==> src/rtl/mem_arbiter.sv <==
// Two-requester round-robin arbiter in front of a single-port data memory.
// Loads and illegal accesses are answered one cycle after the grant.
module mem_arbiter #(
    parameter int ADDR_W = 16
) (
    input  logic              CLK,
    input  logic              RST,
    input  logic              A_REQ,
    input  logic              A_WE,
    input  logic [ADDR_W-1:0] A_ADDR,
    input  logic [31:0]       A_WDATA,
    input  logic [1:0]        A_SIZE,
    input  logic              A_SIGNED,
    input  logic              B_REQ,
    input  logic              B_WE,
    input  logic [ADDR_W-1:0] B_ADDR,
    input  logic [31:0]       B_WDATA,
    input  logic [1:0]        B_SIZE,
    input  logic              B_SIGNED,
    output logic              A_GNT,
    output logic              A_RVALID,
    output logic [31:0]       A_RDATA,
    output logic              A_ERR,
    output logic              B_GNT,
    output logic              B_RVALID,
    output logic [31:0]       B_RDATA,
    output logic              B_ERR,
    output logic              M_WE,
    output logic [ADDR_W-1:0] M_ADDR,
    output logic [31:0]       M_DATA_IN,
    output logic [1:0]        M_DATA_SIZE,
    output logic              M_SIGNED,
    input  logic [31:0]       M_DATA_OUT
);

    typedef enum logic [1:0] {RESP_IDLE, RESP_RD, RESP_ERR} resp_t;

    function automatic logic access_legal(input logic [1:0] size, input logic [1:0] addr_lo);
        case (size)
            2'b00:   return 1'b1;
            2'b01:   return ~addr_lo[0];
            2'b10:   return (addr_lo == 2'b00);
            default: return 1'b0;
        endcase
    endfunction

    logic  r_last;        // 0 = A granted last, 1 = B granted last
    resp_t r_resp_p1;
    logic  r_owner_p1;
    resp_t w_resp_nxt;
    logic  w_owner_nxt;
    logic  w_gnt_a;
    logic  w_gnt_b;
    logic  w_gnt_any;
    logic  w_we;
    logic  w_legal;
    logic  w_resp_vld;
    logic [31:0] w_rdata;

    always_comb begin
        w_gnt_a = 1'b0;
        w_gnt_b = 1'b0;
        if (!RST) begin
            if (A_REQ && B_REQ) begin
                w_gnt_a = r_last;
                w_gnt_b = ~r_last;
            end else begin
                w_gnt_a = A_REQ;
                w_gnt_b = B_REQ;
            end
        end
    end

    assign w_gnt_any = w_gnt_a | w_gnt_b;
    assign A_GNT     = w_gnt_a;
    assign B_GNT     = w_gnt_b;

    // Memory port follows the grantee, defaulting to A when idle
    assign M_ADDR      = w_gnt_b ? B_ADDR   : A_ADDR;
    assign M_DATA_IN   = w_gnt_b ? B_WDATA  : A_WDATA;
    assign M_DATA_SIZE = w_gnt_b ? B_SIZE   : A_SIZE;
    assign M_SIGNED    = w_gnt_b ? B_SIGNED : A_SIGNED;
    assign w_we        = w_gnt_b ? B_WE     : A_WE;
    assign w_legal     = access_legal(M_DATA_SIZE, M_ADDR[1:0]);
    assign M_WE        = w_gnt_any & w_we & w_legal;

    always_comb begin
        w_resp_nxt  = RESP_IDLE;
        w_owner_nxt = r_owner_p1;
        if (w_gnt_any) begin
            w_owner_nxt = w_gnt_b;
            if (!w_legal)
                w_resp_nxt = RESP_ERR;
            else if (!w_we)
                w_resp_nxt = RESP_RD;
        end
    end

    // Stage p0 -> p1: response owed for the access granted this cycle
    always_ff @(posedge CLK) begin
        if (RST) begin
            r_resp_p1  <= RESP_IDLE;
            r_owner_p1 <= 1'b0;
            r_last     <= 1'b1;
        end else begin
            r_resp_p1  <= w_resp_nxt;
            r_owner_p1 <= w_owner_nxt;
            if (w_gnt_any)
                r_last <= w_gnt_b;
        end
    end

    assign w_resp_vld = !RST && (r_resp_p1 != RESP_IDLE);
    assign w_rdata    = (r_resp_p1 == RESP_RD) ? M_DATA_OUT : 32'h0;

    assign A_RVALID = w_resp_vld & ~r_owner_p1;
    assign B_RVALID = w_resp_vld &  r_owner_p1;
    assign A_ERR    = A_RVALID & (r_resp_p1 == RESP_ERR);
    assign B_ERR    = B_RVALID & (r_resp_p1 == RESP_ERR);
    assign A_RDATA  = A_RVALID ? w_rdata : 32'h0;
    assign B_RDATA  = B_RVALID ? w_rdata : 32'h0;

endmodule
==> config.mk <==
export PLATFORM = sky130hd
export DESIGN_NAME = mem_arbiter
export DESIGN_NICKNAME = d
export VERILOG_FILES = /design/src/rtl/mem_arbiter.sv
export SDC_FILE = /design/constraint.sdc
export NUM_CORES = 1
export LEC_CHECK = 0
export CORE_AREA = 2 2 100 102
export DETAILED_ROUTE_END_ITERATION = 8
export DIE_AREA = 0 0 102 104
export GPL_TIMING_DRIVEN = 1
export HOLD_SLACK_MARGIN = 0.06
export SYNTH_ARGS = -nofsm -noshare
export SYNTH_HDL_FRONTEND = slang
export SYNTH_SLANG_ARGS = --single-unit
==> constraint.sdc <==
create_clock -name CLK -period 1.49 [get_ports CLK]
set_input_delay 0.2235 -clock CLK [delete_from_list [all_inputs] [get_ports CLK]]
set_output_delay 0.2235 -clock CLK [all_outputs]
set_load 0.005 [all_outputs]
==> results of run 1 <==
==> tightest hold or removal path, cell delays in order <==
cell	delay [ns]
buf_2	0.16
buf_6	0.15
a21oi_1	0.05
==> cells in the final DEF, fill, tap and decap left out, types with 2 or more instances in the layout <==
| cell type | netlist | final |
|---|---|---|
| nor2_1 | 6 | 5 |
| buf_6 | 3 | 123 |
| buf_8 | 0 | 11 |
| clkbuf_2 | 0 | 14 |
| nor3_1 | 3 | 2 |
| buf_16 | 0 | 3 |
| buf_4 | 2 | 22 |
| mux2_4 | 1 | 48 |
| a21oi_2 | 0 | 2 |
| mux2i_4 | 0 | 3 |
| nand2b_1 | 6 | 4 |
| nand2b_4 | 0 | 2 |
| buf_12 | 0 | 9 |
| dfxtp_2 | 0 | 3 |
| and2_4 | 0 | 59 |
| buf_2 | 1 | 13 |
| clkbuf_8 | 0 | 3 |
| clkdlybuf4s50_1 | 0 | 136 |
| and2_1 | 64 | 5 |
| nand2_1 | 2 | 2 |
| dlygate4sd2_1 | 0 | 6 |
| inv_1 | 3 | 3 |
| dlymetal6s2s_1 | 0 | 4 |
==> cells in the mapped netlist <==
cell and number:
nand2_1 2, clkbuf_1 6, buf_4 2, o21ai_0 1
nor2_1 6, a21bo_4 1, buf_6 3, buf_2 1
nor3_1 3, nor2b_1 1, mux2_2 46, a21oi_1 3
dfxtp_1 4, mux2i_1 3, nand3_1 1, o21bai_2 1
mux2_1 2, and2_1 64, mux2_4 1, nor2_8 1
inv_1 3, nor3b_1 1, and3_1 1, nand2b_1 6
==> kinds of logic (layout without fill, tap and decap cells) <==
logic type	after synthesis	count (layout)	share of synthesized area
muxes	52	52	0.4407
buffers and inverters	15	349	0.06590
AOI/OAI and AO/OA	6	6	0.03578
and+or+nand+nor	86	86	0.3974
DFF	4	4	0.06027
==> state kept, by name (all words and copies together) (netlist names) <==
signal	cells
r_resp_p1	2
r_last	1
r_owner_p1	1
==> through the flow <==
stage	hold slack [ns]	worst slack (ns)	utilization	instance area [µm²]	TNS (ns)
global placement	0.5231	-1.042	0.4523	4319	-106.68
global route	0.4324	-0.6825	0.5765	5505	-40.67
CTS	0.4047	-0.6275	0.5291	5052	-40.87
floorplan	0.3606	-0.08336	-	1409	-0.8198
detailed placement	0.5307	-1.078	0.4523	4319	-108.61
finish	0.4123	-0.5693	0.5765	5505	-33.11
==> power groups by stage <==
stage	Sequential (mW)	Clock, mW	Combinational, mW
floorplan	0.123	0	0.268
global placement	0.124	0	0.956
detailed placement	0.124	0	0.960
CTS	0.125	0.238	1.13
global route	0.126	0.247	1.29
finish	0.125	0.225	1.22
==> final cells by class <==
cell class,count,area [µm²],share of cell area
multi-input combinational,144,1587,0.2882
timing repair buffer,343,3612,0.6561
tap,133,166.4,0.03023
inverter,3,11.26,0.002045
clock buffer,3,41.29,0.007500
sequential,4,87.58,0.01591
==> worst paths after layout <==
path / to / slack (ns) / cells past startpoint
worst max register to register: r_resp_p1[1] / -0.41 / 10
worst min-delay path: r_owner_p1 / 0.41 / 3
worst max-delay path: M_WE / -0.57 / 9
worst min register to register: r_owner_p1 / 0.59 / 2
==> layer usage <==
layer | track usage | wire (µm) | share of wire
met2 | 0.3125 | 5510 | 0.55
met5 | 0 | 0 | 0
met1 | 0.2046 | 3671 | 0.36
met4 | 0.02857 | 153 | 0.015
met3 | 0.04099 | 774 | 0.077
==> what timing repair did <==
action                                  in CTS  in global routing
setup buffers                               52                 24
endpoints found under the setup margin     124                121
pin swaps                                   30                 33
gates resized for setup                    559                173
gates cloned                                 8                  1
==> results_dict.tcl, run 1 <==
set metrics [dict create \
    outcome "finished with violations" \
    violations "negative setup slack" \
    fill_cells 860 \
    cts_tree "yes" \
    detailed_place_hpwl_um 6833 \
    grt_start_max_net_pins 12 \
    syn_avg_cell_area_um2 8.152 \
    syn_area_um2 1329 \
    rsz0062_at_grt "yes" \
    grt.overflow.total 0 \
    track_usage 0.1720 \
    path_cells "a21bo_4, nor2_8, buf_12, buf_8, buf_12, mux2i_4, nand3_2, a21oi_2, buf_2" \
    dr.first_iter.drc_count 21 \
    dp.cells 568 \
    io_buffers 261 \
    final_nets 639 \
    clkTransAtPathRegs_ns 0.03 \
    slew_violations 0 \
    setup_ws_ns -0.5693 \
    post_drt_wl_per_cell_um 16.05 \
    path_class "flip-flop to primary output" \
    finalClockSkew_ns 0.001986 \
    p_comb_frac 0.777 \
    syn_inst 163 \
    grt_pass1_vias 2584 \
    numCtsBuffers 3 \
    ys_ff_latch 4 \
    worst_pin_slew_ns 0.2098 \
    yosys_warnings 0 \
    gp_congestion 0.7524 \
    final_layout_size_suffix_gt1_frac 0.6559 \
    ant_nets 0 \
    drc 0 \
    viasPerCell 3.994 \
    seq_power_share 0.080 \
    synth_top_area_frac 0.3898 \
    grt_pass1_wl_um 14260 \
    reg2reg_from "r_last" \
    p_leak_nw 2.602 \
    clkPwrFrac 0.143 \
    cp_top_family "buffers and inverters" \
    p_int_mw 1.169 \
    period_needed_ns 2.059 \
    clock_sinks 4 \
    ys_seq_area_frac 0.06026 \
    max_stage_delay_ns 0.32 \
    critPathLaunchType "flip-flop" \
    maxSlewHeadroom 0.8572 \
    wl_um 10110 \
    yosysTopAreaCell "mux2_2" \
    critical_path.slowest_cell "dfxtp_2" \
    power.total_mw 1.571 \
    p_sw_frac 0.2558 \
    crit_start "r_last" \
    cp.required_ns 1.27 \
    final_cells 630 \
    clockRootBuffer "clkbuf_8" \
    finalHoldViolCount 0 \
    chipHeight_um 104 \
    cp_num_buf_inv 4 \
    initial_core_util 0.1392 \
    die-area_um2 10610 \
    num_rows 36 \
    hold_buffers 0 \
    antenna_cells 0 \
    p_per_area_nw_per_um2 285.4 \
    die_x_um 102 \
    hp-start "RST" \
    ios 262 \
    ir_worst_vdd_v 0.0001490 \
    timing.fmax_mhz 485.6 \
    crit_path_frequent_cell "buf_12" \
    arrival_ns 1.84 \
    ys_top_cells_by_area "mux2_2 39%, and2_1 30%, dfxtp_1 6.0%, nand2b_1 2.8%, buf_6 2.5%" \
    htreeDepth 1 \
    critPathMaxFanout 4 \
    holdCritPathClass "input port to flip-flop" \
    synth_nets 303 \
    clk_path_buf_depth 2 \
    p_sw_mw 0.4019 \
    vias 2516 \
    finalCritPeriodShare 1.382 \
    setup_violations 119 \
    ys_types 24 \
    syn2layout_area_growth_pct 314.3 \
    drv_cap 0 \
    antenna_found_initial 0 \
    worstSkewPairLatency_ns 0.21 \
    drtPass1Iterations 4 \
    end_kind "primary output" \
    coreArea_um2 9549 \
]
Power figures use the tool's default switching activity.
==> inputs of run 2 (changes only) <==
--- a/config.mk
+++ b/config.mk
@@ -10,6 +10,7 @@
 export DIE_AREA = 0 0 102 104
 export GPL_TIMING_DRIVEN = 1
 export HOLD_SLACK_MARGIN = 0.06
+export PLACE_DENSITY_LB_ADDON = 0.25
 export SYNTH_ARGS = -nofsm -noshare
 export SYNTH_HDL_FRONTEND = slang
 export SYNTH_SLANG_ARGS = --single-unit
==> results_dict.tcl, run 2 (same netlist as run 1, synthesis figures left out) <==
set metrics [dict create \
    track_usage 0.1602 \
    grt_pass1_wl_um 13500 \
    holdWs_ns 0.4201 \
    worstSkewPairLatency_ns 0.21 \
    clockRootBuffer "clkbuf_8" \
    die_x_um 102 \
    drc 0 \
    initial_core_util 0.1392 \
    tns_ns -31.30 \
    ir_worst_vdd_v 0.0002267 \
    end_kind "primary output" \
    drv_cap 0 \
    p_comb_frac 0.784 \
    antenna_found_initial 0 \
    drtPass1Iterations 4 \
    dp_slack_ns -1.030 \
    violations "negative setup slack" \
    critPathMaxFanout 5 \
    ios 262 \
    coreArea_um2 9549 \
    final_layout_size_suffix_gt1_frac 0.6479 \
    path_class "flip-flop to primary output" \
    detailed_place_hpwl_um 6734 \
    layout_commonest_cell "clkdlybuf4s50_1" \
    p_sw_mw 0.4022 \
    p_sw_frac 0.2516 \
    p_leak_nw 2.607 \
    met1_length_um 3387 \
    largest_reg_flops 2 \
    layout_common_cells "136 x clkdlybuf4s50_1, 135 x buf_6, 51 x and2_4" \
    htreeDepth 1 \
    worst_pin_slew_ns 0.1676 \
    grt_start_max_net_pins 17 \
    clk_path_buf_depth 2 \
    io_buffers 261 \
    critPathLaunchType "flip-flop" \
    reg_top3 "r_resp_p1 x2, r_last x1, r_owner_p1 x1" \
    grt.overflow.total 0 \
    clock_sinks 4 \
    period_needed_ns 1.957 \
    outcome "finished with violations" \
    final_nets 639 \
    hold_buffers 0 \
    wl_met3_um 753 \
    holdCritPathClass "input port to flip-flop" \
    p_per_area_nw_per_um2 288.1 \
    regMostFlops "r_resp_p1" \
    clkPwrFrac 0.139 \
    maxSlewHeadroom 0.8859 \
    grt_pass1_vias 2658 \
    vias 2549 \
    wl_um 9720 \
    highest_layer "met4" \
    dr.first_iter.drc_count 56 \
    arrival_ns 1.73 \
    viasPerCell 4.046 \
    timing.fmax_mhz 511.0 \
    seq_power_share 0.077 \
    setup_violations 119 \
    gp_congestion 0.8301 \
    syn2layout_area_growth_pct 317.6 \
    chipHeight_um 104 \
    post_drt_wl_per_cell_um 15.43 \
    fill_cells 816 \
    num_rows 36 \
    cts_tree "yes" \
    slew_violations 0 \
    numCtsBuffers 3 \
    p_int_mw 1.196 \
    cp.required_ns 1.27 \
    ant_nets 0 \
    rsz0062_at_grt "yes" \
    die-area_um2 10610 \
    finalClockSkew_ns 0.001112 \
    clkTransAtPathRegs_ns 0.03 \
    antenna_cells 0 \
    route.met2.wl_um 5377 \
    finalCritPeriodShare 1.313 \
    finalHoldViolCount 0 \
    setup_ws_ns -0.4670 \
]
-- run 2: changes by cell type in the layout (fill, tap and decap cells not counted), sizes merged --
cell,previous run,this run
buf,181,189
clkbuf,18,12
dlymetal6s2s,4,1
dlygate4sd2,6,7
-- run 2: path summary, 6_finish.rpt --
kind | cells past startpoint | slack [ns] | startpoint | end
worst min-delay path | 3 | 0.42 | RST | r_owner_p1
worst max-delay path | 8 | -0.47 | r_last | M_WE
worst max register to register | 9 | -0.30 | r_last | r_resp_p1[1]
worst min register to register | 2 | 0.59 | r_last | r_owner_p1
-- run 2: worst max-delay path, stage by stage, from the launching register on --
cell	delay, ns
dfxtp_2	0.31
a21bo_4	0.23
nor2_8	0.11
buf_8	0.14
mux2i_4	0.25
buf_6	0.12
nand3_2	0.09
a21oi_2	0.15
buf_2	0.12
-- run 2: area by class of cell --
class                      instances  area, µm²  share of cell area
tap                              133      166.4             0.02999
sequential                         4      87.58             0.01578
clock buffer                       3      41.29            0.007441
multi-input combinational        144       1567              0.2823
inverter                           3      11.26            0.002029
timing repair buffer             343       3676              0.6625
-- run 2: through the flow --
stage	instance area, µm²	total power [mW]	utilization	cells
after floorplan	1409	0.3907	-	163
after global placement	4349	1.089	0.4555	567
after detailed placement	4349	1.101	0.4555	567
after CTS	5036	1.517	0.5274	615
after global routing	5549	1.689	0.5811	630
final	5549	1.598	0.5811	630
-- run 2: power groups by stage --
stage | clock network (mW) | logic [mW] | registers (mW)
after detailed placement | 0 | 0.979 | 0.122
after floorplan | 0 | 0.268 | 0.123
after global routing | 0.242 | 1.32 | 0.124
final | 0.222 | 1.25 | 0.124
after CTS | 0.234 | 1.16 | 0.123
after global placement | 0 | 0.967 | 0.122
-- run 2: timing repair --
item / in CTS / in global routing
setup buffers: 41 / 21
cloned: 6 / 2
pin swaps: 12 / 34
setup endpoints to repair: 124 / 121
gates resized for setup: 493 / 222
-- run 2: layer usage --
| layer | GRT usage | vias to the layer above |
|---|---|---|
| li1 | - | 1221 |
| met1 | 0.1705 | 1179 |
| met2 | 0.3120 | 135 |
| met3 | 0.03360 | 14 |
| met4 | 0.03714 | 0 |
| met5 | 0 | - |
==> inputs of run 3 (changes only) <==
==> constraint.sdc (replaced) <==
create_clock -name CLK -period 1.8 [get_ports CLK]
set_input_delay 0.27 -clock CLK [delete_from_list [all_inputs] [get_ports CLK]]
set_output_delay 0.27 -clock CLK [all_outputs]
set_load 0.005 [all_outputs]
==> results_dict.tcl, run 3 (same netlist as run 1, synthesis figures left out) <==
set metrics [dict create \
    syn2layout_area_growth_pct 273.0 \
    regMostFlops "r_resp_p1" \
    final_util 0.5190 \
    layout_commonest_cell "clkdlybuf4s50_1" \
    fin_area_um2 4956 \
    viasPerCell 3.921 \
    drtPass1Iterations 4 \
    chipHeight_um 104 \
    setup_violations 50 \
    path_class "flip-flop to primary output" \
    arrival_ns 1.79 \
    antenna_found_initial 0 \
    clockRootBuffer "clkbuf_8" \
    antenna_cells 0 \
    cp.required_ns 1.53 \
    p_int_mw 0.9281 \
    crit_path_frequent_cell "buf_12" \
    reg_top3 "r_resp_p1 x2, r_last x1, r_owner_p1 x1" \
    die_x_um 102 \
    critical_path.slowest_cell "dfxtp_2" \
    hold_buffers 0 \
    largest_reg_flops 2 \
    dr.first_iter.drc_count 50 \
    seq_power_share 0.083 \
    final_nets 605 \
    clk_path_buf_depth 2 \
    initial_core_util 0.1392 \
    critPathLaunchType "flip-flop" \
    cp_num_buf_inv 5 \
    ios 262 \
    worst_pin_slew_ns 0.2199 \
    dp_slack_ns -0.8443 \
    drv_cap 0 \
    ant_nets 0 \
    final_layout_size_suffix_gt1_frac 0.3931 \
    io_buffers 261 \
    regToRegSetupSlack_ns 0.02 \
    end_kind "primary output" \
    setup_ws_ns -0.2641 \
    finalHoldViolCount 0 \
    clkTransAtPathRegs_ns 0.03 \
    timing.fmax_mhz 484.5 \
    max_stage_delay_ns 0.32 \
    slew_violations 0 \
    tns_ns -8.560 \
    drc 0 \
    p_sw_mw 0.3093 \
    numCtsBuffers 3 \
    layout_common_cells "140 x clkdlybuf4s50_1, 63 x and2_1, 61 x buf_6" \
    clkPwrFrac 0.152 \
    num_rows 36 \
    detailed_place_hpwl_um 6558 \
    p_sw_frac 0.2500 \
    ir_worst_vdd_v 0.0002270 \
    finalCritPeriodShare 1.147 \
    grt_start_max_net_pins 17 \
    cts_tree "yes" \
    post_drt_wl_per_cell_um 14.67 \
    rsz0062_at_grt "yes" \
    cp_top_family "buffers and inverters" \
    fill_cells 911 \
    wl_um 8742 \
    maxSlewHeadroom 0.8529 \
    clock_sinks 4 \
    outcome "finished with violations" \
    htreeDepth 1 \
    worstSkewPairLatency_ns 0.22 \
    gp_congestion 0.7560 \
    p_per_area_nw_per_um2 249.7 \
    finalClockSkew_ns 0.002649 \
    period_needed_ns 2.064 \
    coreArea_um2 9549 \
    p_leak_nw 2.672 \
    violations "negative setup slack" \
    track_usage 0.1512 \
    die-area_um2 10610 \
    p_comb_frac 0.765 \
    grt.overflow.total 0 \
    grt_pass1_vias 2471 \
    holdCritPathClass "input port to flip-flop" \
    dpl_cell_area_um2 4252 \
    path_cells "a21bo_4, nor2_8, buf_12, buf_12, buf_8, buf_4, mux2_2, buf_2" \
    vias 2337 \
    grt_pass1_wl_um 12890 \
    critPathMaxFanout 8 \
]
[run 3: area by class of cell]
cell class              count  area, µm²  share of cell area
repair buffers            309       3226              0.6508
multi-input cells         144       1424              0.2873
well taps                 133      166.4             0.03358
flip-flops and latches      4      87.58             0.01767
clock buffers               3      41.29            0.008331
inverters                   3      11.26            0.002272
[run 3: path summary, 6_finish.rpt]
kind              startpoint            to  cells past startpoint
hold reg to reg   r_owner_p1    r_owner_p1                      2
setup reg to reg      r_last  r_resp_p1[1]                      9
hold / removal           RST    r_owner_p1                      3
setup / recovery      r_last  M_DATA_IN[4]                      8
[run 3: metal layers]
metal  global-route usage  up-vias  wire (µm)
li1                     -     1146          -
met1               0.1661     1057       3144
met2               0.2932      121       4786
met3              0.02823       13        659
met4              0.03048        0        151
met5                    0        -          0
[run 3: worst register-to-register path, cell delays in order, from the launching register on]
cell and delay, ns:
dfxtp_2 0.32, a21bo_4 0.23, nor2_8 0.11, buf_8 0.14
buf_6 0.11, mux2i_4 0.23, nand3_2 0.11, buf_4 0.14
buf_4 0.12, and3_1 0.15
[run 3: repair_timing]
action / in CTS / in global routing
setup buffers: 16 / 10
gates resized for setup: 366 / 88
endpoints found under the setup margin: 124 / 112
cloned: 5 / 1
pin swaps: 5 / 6
[run 3: metrics by stage]
| stage | hold WS (ns) | power (mW) | std cells |
|---|---|---|---|
| after CTS | 0.4918 | 1.210 | 591 |
| after global placement | 0.5278 | 0.8664 | 567 |
| after detailed placement | 0.5307 | 0.8741 | 567 |
| after global routing | 0.5336 | 1.311 | 596 |
| after floorplan | 0.4072 | 0.2976 | 163 |
| final | 0.5001 | 1.237 | 596 |
[run 3: power groups by stage]
stage / Sequential [mW] / Combinational, mW / Clock, mW
5_1_grt: 0.104 / 1.01 / 0.201
2_1_floorplan: 0.101 / 0.197 / 0
4_1_cts: 0.102 / 0.915 / 0.193
3_5_place_dp: 0.101 / 0.773 / 0
3_3_place_gp: 0.101 / 0.765 / 0
6_report: 0.103 / 0.946 / 0.189
